## config.mk

```make
export PLATFORM = sky130hd
export DESIGN_NAME = pipe_hazard_ctrl
export DESIGN_NICKNAME = d
export VERILOG_FILES = /design/src/rtl/pipe_ctrl_pkg.sv /design/src/rtl/md_busy_timer.sv /design/src/rtl/pipe_hazard_ctrl.sv
export SDC_FILE = /design/constraint.sdc
export NUM_CORES = 1
export LEC_CHECK = 0
export CAP_MARGIN = 40
export CORE_ASPECT_RATIO = 1.4
export CORE_MARGIN = 1
export CORE_UTILIZATION = 33
export DETAILED_ROUTE_END_ITERATION = 8
export GPL_TIMING_DRIVEN = 0
export PLACE_DENSITY = 0.63
export REMOVE_ABC_BUFFERS = 1
export SETUP_SLACK_MARGIN = 0.3
export SLEW_MARGIN = 20
export SYNTH_ARGS = -nofsm -noshare
export SYNTH_HDL_FRONTEND = slang
export SYNTH_HIERARCHICAL = 1
export SYNTH_SLANG_ARGS = --single-unit
```

## constraint.sdc

```tcl
create_clock -name clk -period 5.7 [get_ports clk]
set_input_delay 0.57 -clock clk [delete_from_list [all_inputs] [get_ports clk]]
set_output_delay 0.57 -clock clk [all_outputs]
set_load 0.03 [all_outputs]
```

## src/rtl/pipe_ctrl_pkg.sv

```systemverilog
// Shared constants and types for the pipeline hazard controller:
// multiply/divide latencies, operand-use encoding and PC select codes.
package pipe_ctrl_pkg;

    localparam int MULT_CYCLES = 5;
    localparam int DIV_CYCLES  = 10;
    localparam int MD_CNT_W    = 4;

    localparam logic [1:0] TUSE_NONE = 2'd3;

    localparam logic [31:0] HANDLER_ADDR = 32'h0000_4180;

    typedef enum logic [1:0] {
        PC_SEL_SEQ     = 2'b00,
        PC_SEL_HANDLER = 2'b01,
        PC_SEL_EPC     = 2'b10
    } pc_sel_e;

    typedef enum logic {
        MD_IDLE = 1'b0,
        MD_BUSY = 1'b1
    } md_state_e;

    // A source operand conflicts with a producer when the producer writes the
    // same non-zero register and its result arrives later than it is needed.
    function automatic logic src_hazard(
        input logic [4:0] src,
        input logic [1:0] tuse,
        input logic [4:0] dst,
        input logic [1:0] tnew
    );
        return (src != 5'd0) && (tuse != TUSE_NONE) && (dst == src) && (tnew > tuse);
    endfunction

endpackage

```

## src/rtl/md_busy_timer.sv

```systemverilog
// Multiply/divide occupancy timer: counts the unit's latency after a start.
//   state   | meaning
//   MD_IDLE | unit free, waiting for a start that is not killed
//   MD_BUSY | unit computing; count holds remaining busy cycles
module md_busy_timer
    import pipe_ctrl_pkg::*;
(
    input  logic clk,
    input  logic reset,
    input  logic start,
    input  logic is_div,
    input  logic kill,
    output logic busy
);

    localparam logic [MD_CNT_W-1:0] MULT_LOAD = MD_CNT_W'(MULT_CYCLES);
    localparam logic [MD_CNT_W-1:0] DIV_LOAD  = MD_CNT_W'(DIV_CYCLES);

    md_state_e             state, state_nxt;
    logic [MD_CNT_W-1:0]   count, count_nxt;

    always_ff @(posedge clk or posedge reset) begin
        if (reset) begin
            state <= MD_IDLE;
            count <= '0;
        end else begin
            state <= state_nxt;
            count <= count_nxt;
        end
    end

    always_comb begin
        state_nxt = state;
        count_nxt = count;
        case (state)
            MD_IDLE: begin
                if (start && !kill) begin
                    state_nxt = MD_BUSY;
                    count_nxt = is_div ? DIV_LOAD : MULT_LOAD;
                end
            end
            MD_BUSY: begin
                // Starts are ignored here; an exception does not stop the count.
                if (count <= MD_CNT_W'(1)) begin
                    state_nxt = MD_IDLE;
                    count_nxt = '0;
                end else begin
                    count_nxt = count - MD_CNT_W'(1);
                end
            end
            default: begin
                state_nxt = MD_IDLE;
                count_nxt = '0;
            end
        endcase
    end

    assign busy = (state == MD_BUSY);

endmodule

```

## src/rtl/pipe_hazard_ctrl.sv

```systemverilog
// Pipeline hazard controller: data and mult/div stalls, exception flush,
// eret redirect and the saved exception PC.
module pipe_hazard_ctrl
    import pipe_ctrl_pkg::*;
(
    input  logic        clk,
    input  logic        reset,
    input  logic [4:0]  d_rs,
    input  logic [4:0]  d_rt,
    input  logic [1:0]  d_tuse_rs,
    input  logic [1:0]  d_tuse_rt,
    input  logic [4:0]  e_dst,
    input  logic [4:0]  m_dst,
    input  logic [1:0]  e_tnew,
    input  logic [1:0]  m_tnew,
    input  logic        d_is_md,
    input  logic        e_md_start,
    input  logic        e_md_div,
    input  logic        exc_req,
    input  logic [31:0] m_pc,
    input  logic        m_bd,
    input  logic        d_eret,
    output logic        stall,
    output logic        pc_en,
    output logic        fd_en,
    output logic        fd_clr,
    output logic        de_clr,
    output logic        em_clr,
    output logic        mw_clr,
    output logic [1:0]  pc_sel,
    output logic [31:0] epc,
    output logic        md_busy
);

    logic data_stall;
    logic md_stall;
    logic any_stall;

    md_busy_timer u_md_timer (
        .clk    (clk),
        .reset  (reset),
        .start  (e_md_start),
        .is_div (e_md_div),
        .kill   (exc_req),
        .busy   (md_busy)
    );

    assign data_stall = src_hazard(d_rs, d_tuse_rs, e_dst, e_tnew)
                      | src_hazard(d_rs, d_tuse_rs, m_dst, m_tnew)
                      | src_hazard(d_rt, d_tuse_rt, e_dst, e_tnew)
                      | src_hazard(d_rt, d_tuse_rt, m_dst, m_tnew);

    assign md_stall  = d_is_md && (md_busy || e_md_start);
    assign any_stall = data_stall || md_stall;

    // Priority: exception flush, then stall, then eret redirect.
    always_comb begin
        stall  = 1'b0;
        pc_en  = 1'b1;
        fd_en  = 1'b1;
        fd_clr = 1'b0;
        de_clr = 1'b0;
        em_clr = 1'b0;
        mw_clr = 1'b0;
        pc_sel = PC_SEL_SEQ;
        if (exc_req) begin
            fd_clr = 1'b1;
            de_clr = 1'b1;
            em_clr = 1'b1;
            mw_clr = 1'b1;
            pc_sel = PC_SEL_HANDLER;
        end else if (any_stall) begin
            stall  = 1'b1;
            pc_en  = 1'b0;
            fd_en  = 1'b0;
            de_clr = 1'b1;
        end else if (d_eret) begin
            fd_clr = 1'b1;
            pc_sel = PC_SEL_EPC;
        end
    end

    // Delay-slot exceptions restart at the branch, one word earlier.
    always_ff @(posedge clk or posedge reset) begin
        if (reset) begin
            epc <= '0;
        end else if (exc_req) begin
            epc <= m_bd ? (m_pc - 32'd4) : m_pc;
        end
    end

endmodule

```

# [Yosys cells after proc, flatten, opt, wreduce, memory -nomap -nowiden]
# Cells that the tools add are included.
# W data, S select, Z words.
[word_totals] input_bits=68 out_inout_bits=42 ff_bits=37
[op_classes] n_reduce_logical=17 order_cmp=5 n_addsub=2 eq_ne=7 muxes=20 bitwise_logic=4
[op_table] cell="$mux W32" count=1
[op_table] cell="$sub A32 B3 Y32 const B" count=1
[op_table] cell="$eq A5 B5 Y1" count=4
[op_table] cell="$logic_and A1 B1 Y1" count=12
[op_table] cell="$mux W4" count=3
[op_table] cell="$mux W1" count=11
[op_table] cell="$reduce_bool A5 Y1" count=2
[op_table] cell="$gt A2 B2 Y1" count=4
[op_table] cell="$pmux W4 S2" count=1
[op_table] cell="$mux W2" count=3
[op_table] cell="$le A4 B1 Y1 const B" count=1
[op_table] cell="$ne A2 B2 Y1 const B" count=2
[op_table] cell="$sub A4 B1 Y4 const B" count=1
[op_table] cell="$or A1 B1 Y1" count=3
[op_table] cell="$logic_or A1 B1 Y1" count=2
[op_table] cell="$ne A2 B1 Y1 const B" count=1
[op_table] cell="$pmux W1 S2" count=1
[op_table] cell="$logic_not A1 Y1" count=1
[op_table] cell="$not A1 Y1" count=1

# [Longest topological paths before layout]
[logic_depth] ltp_word=10 depth_mapped=8

# [Hierarchy]
# The synthesis kept the hierarchy.
[modules_own_cells] module="pipe_hazard_ctrl" seq_area_each_um2=800.8 area_per_inst_um2=2259.7 instances=1 cells_each=253
[modules_own_cells] module="md_busy_timer" seq_area_each_um2=125.1 area_per_inst_um2=316.6 instances=1 cells_each=33

# [Least setup slack after synthesis]
# OpenSTA, ideal clock, no wires.
[synth_timing] path_type="input-to-output" startpoint="in d_tuse_rt[1]" endpoint="out pc_en" required_time_ns=5.130 arrival_time_ns=2.620 stages=8 slack_ns=2.510 path_buffers=1 path_cell_list="inv_1 -> ha_1 -> nand2_1 -> nand4_1 -> or4_1 -> a221oi_1 -> o31ai_1 -> buf_4"
[synth_via] elab_chain_len=9 word_cells_on_any_way=13
[synth_rtl] element="start: declaration" line="pipe_hazard_ctrl.sv:11" rtl="input logic [1:0] d_tuse_rt,"
[synth_rtl] element="$ne A2 B2 Y1" line="pipe_ctrl_pkg.sv:32" rtl="return (src != 5'd0) && (tuse != TUSE_NONE) && (dst == src) && (tnew > tuse);"
[synth_rtl] element="$logic_and A1 B1 Y1 (3 in series)" line="pipe_ctrl_pkg.sv:32"
[synth_rtl] element="$or A1 B1 Y1" line="pipe_hazard_ctrl.sv:50" rtl="| src_hazard(d_rt, d_tuse_rt, e_dst, e_tnew)"
[synth_rtl] element="$or A1 B1 Y1 *" line="pipe_hazard_ctrl.sv:51" rtl="| src_hazard(d_rt, d_tuse_rt, m_dst, m_tnew);"
[synth_rtl] element="$logic_or A1 B1 Y1 *" line="pipe_hazard_ctrl.sv:54" rtl="assign any_stall = data_stall || md_stall;"
[synth_rtl] element="$mux W1 * (2 in series)"
[synth_rtl] element="end: declaration" line="pipe_hazard_ctrl.sv:24" rtl="output logic pc_en,"
# Every way passes the cells marked *; elsewhere a longest branch is shown, timed or not.

# [Worst setup path in the final report]
[layout_timing] startpoint="in d_tuse_rt[1]" endpoint="out stall"
[layout_via] elab_chain_len=9 word_cells_on_any_way=13
[layout_rtl] element="$ne A2 B2 Y1" line="pipe_ctrl_pkg.sv:32"
[layout_rtl] element="$logic_and A1 B1 Y1 (3 in series)" line="pipe_ctrl_pkg.sv:32"
[layout_rtl] element="$or A1 B1 Y1" line="pipe_hazard_ctrl.sv:50"
[layout_rtl] element="$or A1 B1 Y1 *" line="pipe_hazard_ctrl.sv:51"
[layout_rtl] element="$logic_or A1 B1 Y1 *" line="pipe_hazard_ctrl.sv:54"
[layout_rtl] element="$mux W1 *" line="pipe_hazard_ctrl.sv:72" rtl="end else if (any_stall) begin"
[layout_rtl] element="$mux W1 *" line="pipe_hazard_ctrl.sv:66" rtl="if (exc_req) begin"
[layout_rtl] element="end: declaration" line="pipe_hazard_ctrl.sv:23" rtl="output logic stall,"
# Marks and branches as above.

==> results_dict.tcl <==
set metrics [dict create \
    start_util_pct 34.6 \
    finalCriticalPeriod_ns 4.24 \
    rows 37 \
    cts-htree-levels 2 \
    cts_buffer_depth 2 \
    regToRegEndpoint "u_md_timer/count[1]" \
    num_io_pins 110 \
    cp_max_fo 5 \
    period_share_pct 74.5 \
    numCtsBuffers 5 \
    hold_path_class "reg -> reg" \
    grt_max_degree 47 \
    endpoint_kind "output port" \
    hold_start "epc[1]" \
    pre_cts_ws_ns 1.45 \
    ant_nets 0 \
    first_pass_iters 4 \
    grt_overflow_total 0 \
    arrival_ns 3.67 \
    drv_slew 0 \
    leakage_nw 1.44 \
    async_reset_ff_share_pct 100 \
    die_x_um 76.7 \
    min_path_cells 1 \
    postSynthCellCount 286 \
    fmax_mhz 236 \
    clk_pin_slew_ns 0.08 \
    min_to "epc[1]" \
    hpwl_um 5270 \
    syn_area_um2 2580 \
    yosys_warnings 6 \
    reg2reg_slack_ns 4.30 \
    ys_ff_latch 37 \
    power.density_nw_per_um2 227 \
    cap_violations 0 \
    setup_viol 0 \
    fin_skew_ns 0.000152 \
    r2r_start "u_md_timer/count[0]" \
    cp-start-kind "primary input" \
    antenna_found_initial 0 \
    hold_violations 0 \
    drive_above_1_share_pct 6.39 \
    synth_commonest_cells "nor2_1, dfrtp_1, xnor2_1" \
    cts_sinks 37 \
    total_power_w 0.000867 \
    gp_congestion 0.863 \
    cts_setup_buffers 0 \
    synthFlopType "dfrtp_1" \
    port_buffers 109 \
    synth_area_leaders "dfrtp_1, xnor2_1, a21oi_1" \
    syn_to_final_growth_pct 48.2 \
    yosysMostFrequentCell "nor2_1" \
    gr-usage-all-layers_pct 17.2 \
    cts_resized 0 \
    drt_wl_total_um 6740 \
    nets 469 \
    via_per_inst 4.98 \
    max-slew-margin-rel_pct 51.8 \
    cp.required_ns 5.13 \
    synth_edf_count 0 \
    clock_latency_ns 0.28 \
    tightest_slew_ns 0.723 \
    dieArea_um2 8170 \
    r2r_cells 5 \
    netlist.area_leader.share_pct 35.9 \
    cts_tree "built" \
    drcViolationCount 0 \
    outcome "complete, no violations" \
    grt_pass1_vias 2455 \
    vias 2429 \
    ys_seq_area_share_pct 35.9 \
    setup_tns_ns 0 \
    fillers 758 \
    die_y_um 107 \
    diodes 0 \
    critPathKind "in -> out" \
    rsz0062_at_grt "no" \
    final.setup.worst_slack_ns 1.46 \
    grt_pass1_wl_um 11300 \
    drtIter0Drc 97 \
    post_drt_wl_per_cell_um 13.8 \
    yosys.cell_types.count 49 \
    cts_root_buf "clkbuf_8" \
    core_area_um2 7450 \
    ir_worst_vdd_mv 0.0970 \
    hold_buffers 0 \
    netlist.top_cell.by_area "dfrtp_1" \
    avgSynthCellArea_um2 9.01 \
]
[area by class of cell]
type,instances,area (µm²),share of cell area [%]
tap,97,121,3.18
timing repair buffer,110,1110,29.0
multi-input combinational,219,1510,39.7
sequential,37,926,24.3
clock inverter,3,17.5,0.459
clock buffer,5,68.8,1.80
inverter,17,63.8,1.67
[per-stage QoR]
step	hold slack [ns]	area, µm²	std cells	utilization, %
after floorplan	0.349	2500	273	-
after global placement	0.490	3720	479	49.9
after detailed placement	0.501	3730	480	50.1
after CTS	0.521	3820	488	51.2
after global routing	0.543	3820	488	51.2
final	0.517	3820	488	51.2
[per-layer routing]
| metal | wire length, µm | global-route usage, % | part of all wire, % |
|---|---|---|---|
| met1 | 2730 | 19.4 | 40 |
| met2 | 3400 | 30.3 | 50 |
| met3 | 493 | 4.98 | 7.3 |
| met4 | 114 | 6.46 | 1.7 |
| met5 | 0 | 0 | 0 |
[where the power goes]
part / switching, W / internal (W) / total, W
clock network: 0.000101 / 0.0000845 / 0.000185
logic: 0.000175 / 0.000165 / 0.000340
registers: 0.0000404 / 0.000301 / 0.000342
[flip-flops by register name, indices dropped and copies added, names as in the netlist]
| name | cells |
|---|---|
| u_md_timer/count | 4 |
| epc | 32 |
| u_md_timer/busy | 1 |
[worst max-delay path by stage]
stage / startpoint / end / cells after the start
2_1_floorplan: d_rt[1] / fd_en / 4
4_1_cts: d_tuse_rt[1] / stall / 9
3_3_place_gp: exc_req / fd_en / 4
5_1_grt: d_tuse_rt[1] / stall / 9
3_5_place_dp: d_tuse_rt[1] / stall / 9
6_report: d_tuse_rt[1] / stall / 9
[worst max-delay path, stage by stage]
cell,delay [ns]
clkdlybuf4s50_1,0.49
inv_1,0.07
ha_1,0.30
nand2_1,0.08
nand4_1,0.08
or4_1,0.54
a221oi_1,0.64
o31a_1,0.23
clkdlybuf4s50_1,0.66
[cells in the final DEF, fill, tap and decap left out, drive strengths merged, types with 9 or more instances in the layout]
cell type / instances
clkdlybuf4s50: 108
nor2: 42
dfrtp: 37
xnor2: 34
a21oi: 33
inv: 17
xor2: 13
nor3: 12
ha: 11
or4: 10
nand2: 9
nor4: 9
[logic make-up after synthesis]
group	share of synthesized area, %
AOI/OAI and AO/OA	12.3
xor gates and xnor gates	16.0
adders and majority gates	5.34
buffers and inverters	5.29
DFF	35.9
muxes	1.70
and+or+nand+nor	23.4
Note: power is estimated with default switching activity, not from simulation.
